<file path="src/rtl/ivalu_issue_queue.sv">
`default_nettype none
// ============================================================================
// Module   : ivalu_issue_queue
// Purpose  : Collapsing issue queue for the packed-SIMD integer ALU. Tracks
//            source readiness via writeback-tag wakeup and selects the oldest
//            ready micro-op. It reads the operands and presents a registered
//            bundle to the ALU.
// Options  : IVALU_IQ_PERF_EN adds the perf_issue_cnt_o / perf_full_cnt_o
//            counters.
// Revision : 1.0 - initial release
// ============================================================================
module ivalu_issue_queue #(
  parameter int DEPTH = 8
) (
  input  logic        core_clock_i,
  input  logic        core_reset_i,
  input  logic        flush_i,
  input  logic        disp_valid_i,
  input  logic [6:0]  disp_op_i,
  input  logic [4:0]  disp_rob_i,
  input  logic [5:0]  disp_dest_i,
  input  logic [5:0]  disp_src_a_i,
  input  logic [5:0]  disp_src_b_i,
  input  logic        disp_rdy_a_i,
  input  logic        disp_rdy_b_i,
  output logic        disp_ready_o,
  input  logic [1:0]  wk_valid_i,
  input  logic [11:0] wk_tag_i,
  output logic [5:0]  rf_raddr_a_o,
  output logic [5:0]  rf_raddr_b_o,
  input  logic [31:0] rf_rdata_a_i,
  input  logic [31:0] rf_rdata_b_i,
  output logic [31:0] a_o,
  output logic [31:0] b_o,
  output logic [6:0]  op_o,
  output logic [4:0]  rob_o,
  output logic [5:0]  dest_o,
`ifdef IVALU_IQ_PERF_EN
  output logic [31:0] perf_issue_cnt_o,
  output logic [31:0] perf_full_cnt_o,
`endif
  output logic        valid_o
);

  localparam int IDX_W = $clog2(DEPTH);
  localparam int CNT_W = IDX_W + 1;

  typedef struct packed {
    logic [6:0] op;
    logic [4:0] rob;
    logic [5:0] dest;
    logic [5:0] src_a;
    logic [5:0] src_b;
    logic       rdy_a;
    logic       rdy_b;
  } entry_t;

  // Slot i holds a live op only when i < count; stale slots are never selected.
  entry_t             entries     [DEPTH];
  entry_t             shifted     [DEPTH];
  entry_t             entries_nxt [DEPTH];
  entry_t             disp_entry;
  logic [CNT_W-1:0]   count;
  logic [CNT_W-1:0]   wr_idx;
  logic               disp_acc;
  logic               sel_found;
  logic [IDX_W-1:0]   sel_idx;

  // Tag 0 is the hardwired always-available register.
  function automatic logic tag_hit(input logic [5:0] tag, input logic [1:0] v,
                                   input logic [11:0] t);
    tag_hit = (tag == 6'd0) || (v[0] && (t[5:0] == tag)) || (v[1] && (t[11:6] == tag));
  endfunction

  assign disp_ready_o = (count < CNT_W'(DEPTH));
  assign rf_raddr_a_o = sel_found ? entries[sel_idx].src_a : 6'd0;
  assign rf_raddr_b_o = sel_found ? entries[sel_idx].src_b : 6'd0;

  // Oldest-first select: scan downwards so the lowest ready index wins.
  always_comb begin
    sel_found = 1'b0;
    sel_idx   = '0;
    for (int i = DEPTH - 1; i >= 0; i--) begin
      if ((CNT_W'(i) < count) && entries[i].rdy_a && entries[i].rdy_b) begin
        sel_found = 1'b1;
        sel_idx   = IDX_W'(i);
      end
    end
  end

  // Collapse over the issued slot, wake in post-shift slots, then append the dispatch.
  always_comb begin
    disp_acc         = disp_valid_i && disp_ready_o && !flush_i;
    wr_idx           = count - CNT_W'(sel_found);
    disp_entry.op    = disp_op_i;
    disp_entry.rob   = disp_rob_i;
    disp_entry.dest  = disp_dest_i;
    disp_entry.src_a = disp_src_a_i;
    disp_entry.src_b = disp_src_b_i;
    disp_entry.rdy_a = disp_rdy_a_i | tag_hit(disp_src_a_i, wk_valid_i, wk_tag_i);
    disp_entry.rdy_b = disp_rdy_b_i | tag_hit(disp_src_b_i, wk_valid_i, wk_tag_i);
    for (int i = 0; i < DEPTH - 1; i++) begin
      shifted[i] = (sel_found && (IDX_W'(i) >= sel_idx)) ? entries[i+1] : entries[i];
    end
    shifted[DEPTH-1] = sel_found ? '0 : entries[DEPTH-1];
    for (int i = 0; i < DEPTH; i++) begin
      entries_nxt[i]       = shifted[i];
      entries_nxt[i].rdy_a = shifted[i].rdy_a | tag_hit(shifted[i].src_a, wk_valid_i, wk_tag_i);
      entries_nxt[i].rdy_b = shifted[i].rdy_b | tag_hit(shifted[i].src_b, wk_valid_i, wk_tag_i);
      if (disp_acc && (CNT_W'(i) == wr_idx)) begin
        entries_nxt[i] = disp_entry;
      end
    end
  end

  // Queue storage and occupancy; reset and flush both empty the queue.
  always_ff @(posedge core_clock_i) begin
    for (int i = 0; i < DEPTH; i++) begin
      entries[i] <= entries_nxt[i];
    end
    if (core_reset_i || flush_i) begin
      count <= '0;
    end else begin
      count <= count - CNT_W'(sel_found) + CNT_W'(disp_acc);
    end
  end

  // Registered ALU bundle; data fields hold when nothing is selected.
  always_ff @(posedge core_clock_i) begin
    if (core_reset_i) begin
      valid_o <= 1'b0;
      a_o     <= '0;
      b_o     <= '0;
      op_o    <= '0;
      rob_o   <= '0;
      dest_o  <= '0;
    end else begin
      valid_o <= sel_found && !flush_i;
      if (sel_found) begin
        a_o    <= rf_rdata_a_i;
        b_o    <= rf_rdata_b_i;
        op_o   <= entries[sel_idx].op;
        rob_o  <= entries[sel_idx].rob;
        dest_o <= entries[sel_idx].dest;
      end
    end
  end

`ifdef IVALU_IQ_PERF_EN
  // Free-running event counters; cleared by reset only, not by flush.
  always_ff @(posedge core_clock_i) begin
    if (core_reset_i) begin
      perf_issue_cnt_o <= '0;
      perf_full_cnt_o  <= '0;
    end else begin
      perf_issue_cnt_o <= perf_issue_cnt_o + 32'(valid_o);
      perf_full_cnt_o  <= perf_full_cnt_o + 32'(disp_valid_i && !disp_ready_o);
    end
  end
`endif

endmodule
`default_nettype wire
</file>
<file path="config.mk">
export PLATFORM = sky130hd
export DESIGN_NAME = ivalu_issue_queue
export DESIGN_NICKNAME = d
export VERILOG_FILES = /design/src/rtl/ivalu_issue_queue.sv
export SDC_FILE = /design/constraint.sdc
export NUM_CORES = 1
export LEC_CHECK = 0
export ABC_AREA = 1
export CAP_MARGIN = 20
export CORE_ASPECT_RATIO = 1.5
export CORE_MARGIN = 8
export CORE_UTILIZATION = 55
export DETAILED_ROUTE_END_ITERATION = 7
export GPL_ROUTABILITY_DRIVEN = 0
export PLACE_DENSITY_LB_ADDON = 0.08
export SETUP_SLACK_MARGIN = 0.4
export SYNTH_ARGS = -nofsm -noshare
export SYNTH_HDL_FRONTEND = slang
export SYNTH_SLANG_ARGS = --single-unit
export TNS_END_PERCENT = 20
</file>
<file path="constraint.sdc">
create_clock -name core_clock_i -period 9.37 [get_ports core_clock_i]
set_input_delay 0.937 -clock core_clock_i [delete_from_list [all_inputs] [get_ports core_clock_i]]
set_output_delay 0.937 -clock core_clock_i [all_outputs]
set_load 0.05 [all_outputs]
</file>
# Word-level counts from Yosys, hierarchy flattened

Memory sizes are Yosys's and may differ from the RTL's.
Index checks and enable logic that the tools add are counted.

Add/sub/neg operators: 2
$mul: 0
Divide/modulo/power cells: 0
Order comparisons: 16
Eq/ne operators: 43
Shift-type cells: 0
Multiplexer cells: 34
Bitwise logic cells: 18
Reduce and logical (&&, ||, !) cells: 127

Operator list:

| cell                                                             | number |
|---|---|
| two-way mux 32 bit                                               | 16 |
| == test 6 bit                                                    | 36 |
| logical NOT 6 bit                                                | 18 |
| logical AND 1 bit                                                | 70 |
| logical OR 1 bit                                                 | 37 |
| two-way mux 3 bit                                                | 8 |
| OR 1 bit                                                         | 18 |
| == test 3 x 4 -> 1 bit, first input constant                     | 4 |
| < comparator 3 x 4 -> 1 bit, first input constant                | 4 |
| two-way mux 6 bit                                                | 2 |
| greater-or-equal comparator 3 bit, first input constant          | 3 |
| == test 2 x 4 -> 1 bit, first input constant                     | 2 |
| < comparator 1 x 4 -> 1 bit, first input constant                | 2 |
| < comparator 2 x 4 -> 1 bit, first input constant                | 2 |
| two-way mux 1 bit                                                | 8 |
| greater-or-equal comparator 1 x 3 -> 1 bit, first input constant | 2 |
| greater-or-equal comparator 2 x 3 -> 1 bit, first input constant | 2 |
| adder 4 x 1 -> 4 bit                                             | 1 |
| == test 1 x 4 -> 1 bit, first input constant                     | 1 |
| logical NOT 4 bit                                                | 1 |
| < comparator 4 bit, second input constant                        | 1 |
| subtractor 4 x 1 -> 4 bit                                        | 1 |
| logical NOT 1 bit                                                | 1 |

Register bits after elaboration: 87
Bits in latches: 0
Memory bits (writable): 256
Bits in read-only memories: 0
Bits of input ports: 114
Output and inout port bits: 96
Logic and storage cells: 248
Memories kept: 1

Memories:

| name    | words | bits a word | read ports | clocked after Yosys merged registers in | write ports | line | RTL |
|---|---|---|---|---|---|---|---|
| entries | 8     | 32          | 9          | 0                                       | 8           | 59   | `entry_t entries [DEPTH];` |

# Longest topological paths before layout

Depth after elaboration: 20
Gate-level depth with buffers: 24
Mapped depth without buffers: 22

# Worst setup path before layout

No wires, ideal clock.

Path type: reg-to-reg
From: register count[3] (netlist name)
To: memory entries[2][14] (netlist name), enable pin
Library setup time: 0.375 ns
Data arrival time: 3.743 ns
Data required time: 8.995 ns
Slack: 5.252 ns
Stages on the path, launching flop included: 22
Path buffers: 5
Clock period less this slack: 4.118 ns
Cell sequence: dfxtp_1 -> inv_2 -> nand3_1 -> o21ai_1 -> nand2_1 -> nor2_1 -> nand2_2 -> buf_6 -> buf_2 -> buf_2 -> buf_2 -> ha_1 -> ha_1 -> or2_1 -> nand2_1 -> inv_1 -> nor2_1 -> inv_1 -> nor2_1 -> inv_1 -> clkbuf_1 -> nand2_1

RTL lines:

| element       | line |
|---|---|
| end, declared | 59 |

# Final worst setup path

From: register count[2]
To: output port rf_raddr_b_o[1]

Longest elaborated chain between the ends: 13
Elaborated cells between the ends (all ways): 42
Those cells by class: 8 x order compare; 17 x mux; 16 x reduce/logical; 1 x memory

Ends and longest elaborated chain:

| element                        | line | RTL |
|---|---|---|
| start, declared                | 63   | `logic [CNT_W-1:0] count;` |
| start signal, assigned         | 124  | `count <= count - CNT_W'(sel_found) + CNT_W'(disp_acc);` |
| < comparator 3 x 4 -> 1 bit    | 84   | `if ((CNT_W'(i) < count) && entries[i].rdy_a && entries[i].rdy_b) begin` |
| logical AND 1 bit (2 in a row) | 84   |  |
| two-way mux 3 bit (8 in a row) | 84   |  |
| memory read (8 x 32 bit)       | --   |  |
| two-way mux 6 bit (*)          | 77   | `assign rf_raddr_b_o = sel_found ? entries[sel_idx].src_b : 6'd0;` |
| end, declared                  | 30   | `output logic [5:0] rf_raddr_b_o,` |

Every way passes the cells marked *; elsewhere a longest branch is shown, timed or not.

==> metrics.sh <==
PORTBUFFERS=209
CLOCK_PIN_SLEW_OF_THE_REGISTERS_ON_THE_WORST_CASE_SETUP_AND_HOLD_PATHS_NS=0.06
INITIAL_ANTENNA_VIOLATION_COUNT=2
POST_CTS_BUFFERS=0
POST_SYNTHESIS_COMPOUND_GATE_AREA_FRACTION_PCT=18.01
ROOT_BUFFER='clkbuf_16'
WL_PER_CELL_UM=24.28
LAYOUT-DRIVE-GT1-SHARE_PCT=5.136
WIRE_LENGTH_OF_THE_FIRST_GLOBAL_ROUTING_PASS_UM=123800
REMAINING_DRC_ERRORS=0
ROWS=85
POST_CTS_RESIZED=0
SYNTH_ENABLE_FLOP_CELLS=144
DRT-INITIAL-DRC-COUNT=3033
NUMBER_OF_CLOCK_SINKS=343
DR.PASS1.ITERS=7
CLOCK_INSERTION_DELAY_WORST_SKEW_NS=0.55
DIEAREA_UM2=42800
FINAL_COUNT_OF_HOLD_TIMING_VIOLATIONS=0
SIMPLE_LOGIC_CELL_FRACTION_OF_THE_SYNTHESIZED_AREA_PCT=29.07
NUMCTSBUFFERS=36
Y_DIMENSION_OF_THE_DIE_UM=249.4
FIN_SETUP_TNS_NS=0
GRT_UTIL_ALL_LAYERS_PCT=38.05
STATUS='complete, no violations'
WORST_MARGIN_SLEW_NS=1.074
SYNTH_FP_NETS=2939
NETLIST_AREA_UM2=19980
FINALWORSTPATHREQUIREDPERIOD_NS=6.359
SYNTH-ASYNC-RESET-RATIO_PCT=0
WORST_ENDPOINT_DATA_ARRIVAL_TIME_NS=5.42
VIA_COUNT=21730
SYNTH_TOP_FAMILY_BY_AREA='simple AND/OR/NAND/NOR gates'
PERIOD_SHARE_PCT=67.86
GRT_START_MAX_NET_PINS=84
SLEW_VIOLATIONS=0
WL_UM=83040
GRT_OVERFLOW_TOTAL=0
FINAL_ANTENNA_NET_COUNT=0
SYNTHMUXAREASHARE_PCT=0
MAX_CAP_VIOL_COUNT=0
YOSYSUNIQUECELLTYPES=51
CP_CLASS='flop to output pin'
TIMING.CRITICAL_PATH.REQUIRED_NS=8.43
TOP_LEVEL_PORTS=210
FILLERS=3290
LAYOUT.CELLS.MOST_COMMON_LIST='nand2_1, o21ai_0, nor2_1, nand3_1, inv_1'
FINALSETUPVIOLCOUNT=0
HTREE_NUM_LEVELS=2
SYNTHTOLAYOUTAREAGROWTH_PCT=16.57
CTS_TREE='yes'
SYNTH-SEQ-AREA-SHARE_PCT=41.59
AVGSYNTHCELLAREA_UM2=7.081
CRITICAL_PATH.MAX_FANOUT=46
LAYOUT.CELLS.MOST_COMMON='nand2_1'
NNETSFINAL=3030
TIMING.CRITICAL_PATH.TO_TYPE='output pin'
CLOCKBUFFERDEPTH=3
ADDER_CELL_AREA_SHARE_OF_THE_YOSYS_NETLIST_PCT=0.2505
MIN-DELAY-PATH-CLASS='flop to flop'
MAXIMUM_CLOCK_RATE_MHz=157.3
CORE-AREA_UM2=35840
MAX-SLEW-MARGIN-REL_PCT=27.99
POSTSYNTHCELLCOUNT=2821
START_KIND='flop'
SYNTH-WARNING-COUNT=0
FINALHOLDWORSTSLACK_NS=0.5110
GRT_SETUP_UNREPAIRED='no'
SYNTH_XOR_AREA_SHARE_PCT=1.710
GRT_PASS1_VIAS=20820
INITIAL_UTILIZATION_PCT=55.74
DRT-VIAS-PER-INSTANCE=6.353
SKEW_NS=0.02128
CHIPWIDTH_UM=171.6
YS_DOMINANT_REG_CELL='dfxtp_1'
YS_SEQ_ELEMENTS=343
DP_HPWL_UM=55660
CTS-HOLD-FIX-BUFFERS=0
synth_stat cells (all sizes together) (11+ instances only):
| master | instances | area, um^2 |
|---|---|---|
| xor2 | 37 | 324.1 |
| inv | 243 | 912.1 |
| or2 | 11 | 68.82 |
| a21oi | 50 | 250.2 |
| a211oi | 13 | 97.59 |
| nand4 | 57 | 356.6 |
| o211ai | 17 | 127.6 |
| o32ai | 19 | 166.4 |
| nor4 | 13 | 81.33 |
| edfxtp | 144 | 4324 |
| dfxtp | 199 | 3984 |
| buf | 84 | 489.2 |
| o22ai | 50 | 312.8 |
| nand2 | 662 | 2517 |
| clkbuf | 118 | 442.9 |
| nand3 | 271 | 1389 |
| nor2 | 320 | 1260 |
| nor3 | 24 | 120.1 |
| o21ai | 408 | 2068 |
| a221oi | 14 | 128.9 |
sequential cells by signal, summed over array words and instances (netlist names):
register  flops
entries     256
a_o          32
b_o          32
op_o          7
dest_o        6
rob_o         5
count         4
valid_o       1
worst max-delay path: stages, from the launching register on:
cell             delay, ns
dfxtp_1               0.37
nor2_4                0.18
nand3_2               0.13
nand2_4               0.33
nand2_4               0.42
nor2_8                0.56
clkinv_1              0.19
nor2_2                0.81
inv_1                 0.46
o22ai_1               0.48
clkdlybuf4s50_1       0.91
metrics by stage:
stage          cell area, um^2  worst slack (ns)  utilization, %  instances
2_1_floorplan            19980             5.252               -       2821
3_3_place_gp             22100             3.755           61.65       3351
3_5_place_dp             22100             3.655           61.65       3351
4_1_cts                  23250             3.219           64.88       3417
5_1_grt                  23290             2.827           64.97       3420
6_report                 23290             3.011           64.97       3420
cells by family (layout without fill, tap and decap cells):
logic type / Yosys count / count (layout)
AO/OA/AOI/OAI: 623 / 623
XOR/XNOR: 39 / 39
adder cells (fa/ha/maj): 4 / 4
buffers and inverters: 452 / 571
flip-flops: 343 / 343
other: 0 / 2
AND/OR/NAND/NOR: 1360 / 1360
final cells by class:
type | instances | area, um^2 | share of cell area (%)
repair buffers | 255 | 2457 | 10.55
flip-flops and latches | 343 | 8308 | 35.68
well taps | 478 | 598.1 | 2.568
diodes | 2 | 5.005 | 0.02149
inverters | 250 | 940.9 | 4.041
multi-input cells | 2026 | 9821 | 42.17
clock inverters | 10 | 108.9 | 0.4675
clock buffers | 56 | 1047 | 4.497
path summary, 6_finish.rpt:
path | to | cells after the start | startpoint | slack, ns
setup reg to reg | entries[5][20] | 15 | count[2] | 3.55
hold reg to reg | a_o[31] | 2 | a_o[31] | 0.51
setup / recovery | rf_raddr_b_o[1] | 10 | count[2] | 3.01
hold / removal | a_o[31] | 2 | a_o[31] | 0.51
routing by layer:
metal / part of all wire, % / global-route usage [%] / up-vias / wire (um)
li1: - / - / 9730 / -
met1: 31 / 39.59 / 9845 / 26080
met2: 47 / 62.58 / 1574 / 38950
met3: 11 / 9.166 / 577 / 8917
met4: 11 / 33.77 / 0 / 9093
met5: 0 / 0 / - / 0
Power is not shown: default switching activity piles up to over one toggle a cycle in this logic, so the estimate is an artifact.
==> edit: new RTL, same settings <==
The parameter `DEPTH` goes from 8 to 4.
--- a/src/rtl/ivalu_issue_queue.sv
+++ b/src/rtl/ivalu_issue_queue.sv
@@ -10,7 +10,7 @@
 // Revision : 1.0 - initial release
 // ============================================================================
 module ivalu_issue_queue #(
-  parameter int DEPTH = 8
+  parameter int DEPTH = 4
 ) (
   input  logic        core_clock_i,
   input  logic        core_reset_i,
Check against the original RTL: not equivalent (Yosys sat finds a counterexample within 10 cycles, from zero or initial values and one cycle with core_reset_i high).
==> edit against the original RTL <==
- sequential cell count down 129
- routed wire length down 50%
- synthesized area down 41%
- cell area down 38%
- setup slack better by 0.42 ns
- largest cell class unchanged
- highest routed layer unchanged
==> edit: results (changes against the original RTL) <==
* Status: finished clean
* CTS buffer count at 21 (-42%)
* Synth cell types at 43 (-16%)
* First-pass GRT wire length at 62500 µm (-50%)
* Max IR drop VDD at approximately 0.33 mV
* Worst path slowest cell: clkdlybuf4s50_1
* Iteration-0 DRC Markers at 1349 (-56%)
* Compound-Gate Fraction of Synth Area at 0.174 (-0.00593)
* Xor/xnor share of the synthesized area at 0.0111 (-0.00599)
* Finished Layout Cells at 2110 (-38%)
* Post-synthesis mux area share at 0 (unchanged)
* Mapped Nets at 1813 (-38%)
* Root Driver: clkbuf_16
* Top Registers: entries: 128 flops, a_o: 32 flops, b_o: 32 flops
* Layout fillers at 1849 (-44%)
* Share of cells above drive strength 1 at 0.0434 (-0.00793)
* Total wire length at 41300 µm (-50%)
* Cell depth of the worst min-delay path at 2 (unchanged)
* Synth area leader: dfxtp_1
* All-Layer GR Usage at 0.301 (-0.0799)
* CP Data Arrival Time at 5.00 ns (-0.42 ns)
* Clk slew on worst S/H paths at 0.06 ns (about the same)
* Vias per cell at 5.76 (-9.3%)
* Post-CTS setup buffers at 0 (unchanged)
* Crit path max-delay family: buffers and inverters
* Critical-path maximum fanout at 64 (+39%)
* CTS HTree Levels at 1 (-1)
* Nets at 1946 (-36%)
* Post-placement cell count at 2073 (-38%)
* Slew @ Worst Pin at 1.08 ns (+0.00503 ns)
* Vias in the first global route at 11600 (-44%)
* Placed Area at 13800 µm² (-38%)
* HPWL Detailed at 28500 µm (-49%)
* Clk_lat worst skew at 0.52 ns (-0.03 ns)
* Worst R2R Path Depth at 16 (+1)
* Synth cell count leaders: 330 x nand2_1, 303 x nor2_1, 246 x o21ai_0, 142 x dfxtp_1, 140 x inv_1
* Initial antenna violation count at 0 (-2)
* Adder-cell share of the synthesized area at 0.00423 (+0.00173)
* Clock Skew at 0.0316 ns (+0.0103 ns)
* Area contributors post-synth: dfxtp_1 24%, edfxtp_1 18%, nand2_1 10%
* DR pass1 iterations at 6 (-1)
* Post-synth EDFFs at 72 (-50%)
* Slowest stage delay, CP at 0.88 ns (-0.03 ns)
* Avg Inst Size Synth at 6.97 µm² (-1.5%)
* Largest net degree at the start of global routing at 107 (+27%)
* Diodes inserted at 0 (-2)
* Sequential share of the synthesized area at 0.423 (+0.00744)
[edit: cell types whose count changed in the layout (fill, tap and decap cells not counted), moves of 19 or more]
cell,change
xor2_1,-24
nand3_1,-134
buf_4,-33
nand4_1,-31
dfxtp_1,-57
inv_1,-95
o32ai_1,-19
edfxtp_1,-72
o21ai_0,-142
o22ai_1,-43
nand2_1,-322
[edit: worst paths after layout]
kind / startpoint / endpoint / slack [ns]
setup / recovery: count[2] / rf_raddr_b_o[0] / 3.43
hold / removal: b_o[11] / b_o[11] / 0.48
setup reg to reg: count[2] / entries[1][15] / 3.68
hold reg to reg: b_o[11] / b_o[11] / 0.48
[edit: per-stage QoR]
stage	hold slack (ns)	util	setup WS, ns
after CTS	0.485	0.690	3.46
final	0.479	0.690	3.43
after global placement	0.462	0.656	3.85
after floorplan	0.531	-	5.79
after global routing	0.505	0.690	3.16
after detailed placement	0.471	0.656	3.71
[edit: tightest hold or removal path, stage by stage (launching register included)]
cell,delay [ns]
dfxtp_1,0.32
nor2_1,0.04
nor2_1,0.08
[edit: per-layer routing]
metal	wire length [µm]	global-route usage	vias up	share of wire
li1	-	-	5856	-
met1	13900	0.317	5370	0.34
met2	20400	0.514	711	0.49
met3	3790	0.0701	223	0.092
met4	3170	0.208	0	0.077
met5	0	0	-	0
[edit: logic make-up (layout without fill, tap and decap cells)]
group | count (synthesis) | in the layout
flip-flops | 214 | 214
AO/OA/AOI/OAI | 378 | 378
adder cells (fa/ha/maj) | 4 | 4
XOR/XNOR | 15 | 15
buffers and inverters | 261 | 408
AND/OR/NAND/NOR | 823 | 823
[edit: final cells by class]
class,instances,area (µm²),area share
flip-flops and latches,214,5000,0.344
inverters,150,564,0.0388
multi-input cells,1220,5720,0.393
well taps,268,335,0.0231
clock buffers,31,603,0.0415
clock inverters,6,133,0.00912
repair buffers,221,2180,0.150
[edit: power by group]
part	switching [mW]	internal, mW
Combinational	2.69	1.09
Sequential	0.231	1.51
Clock	0.367	0.556
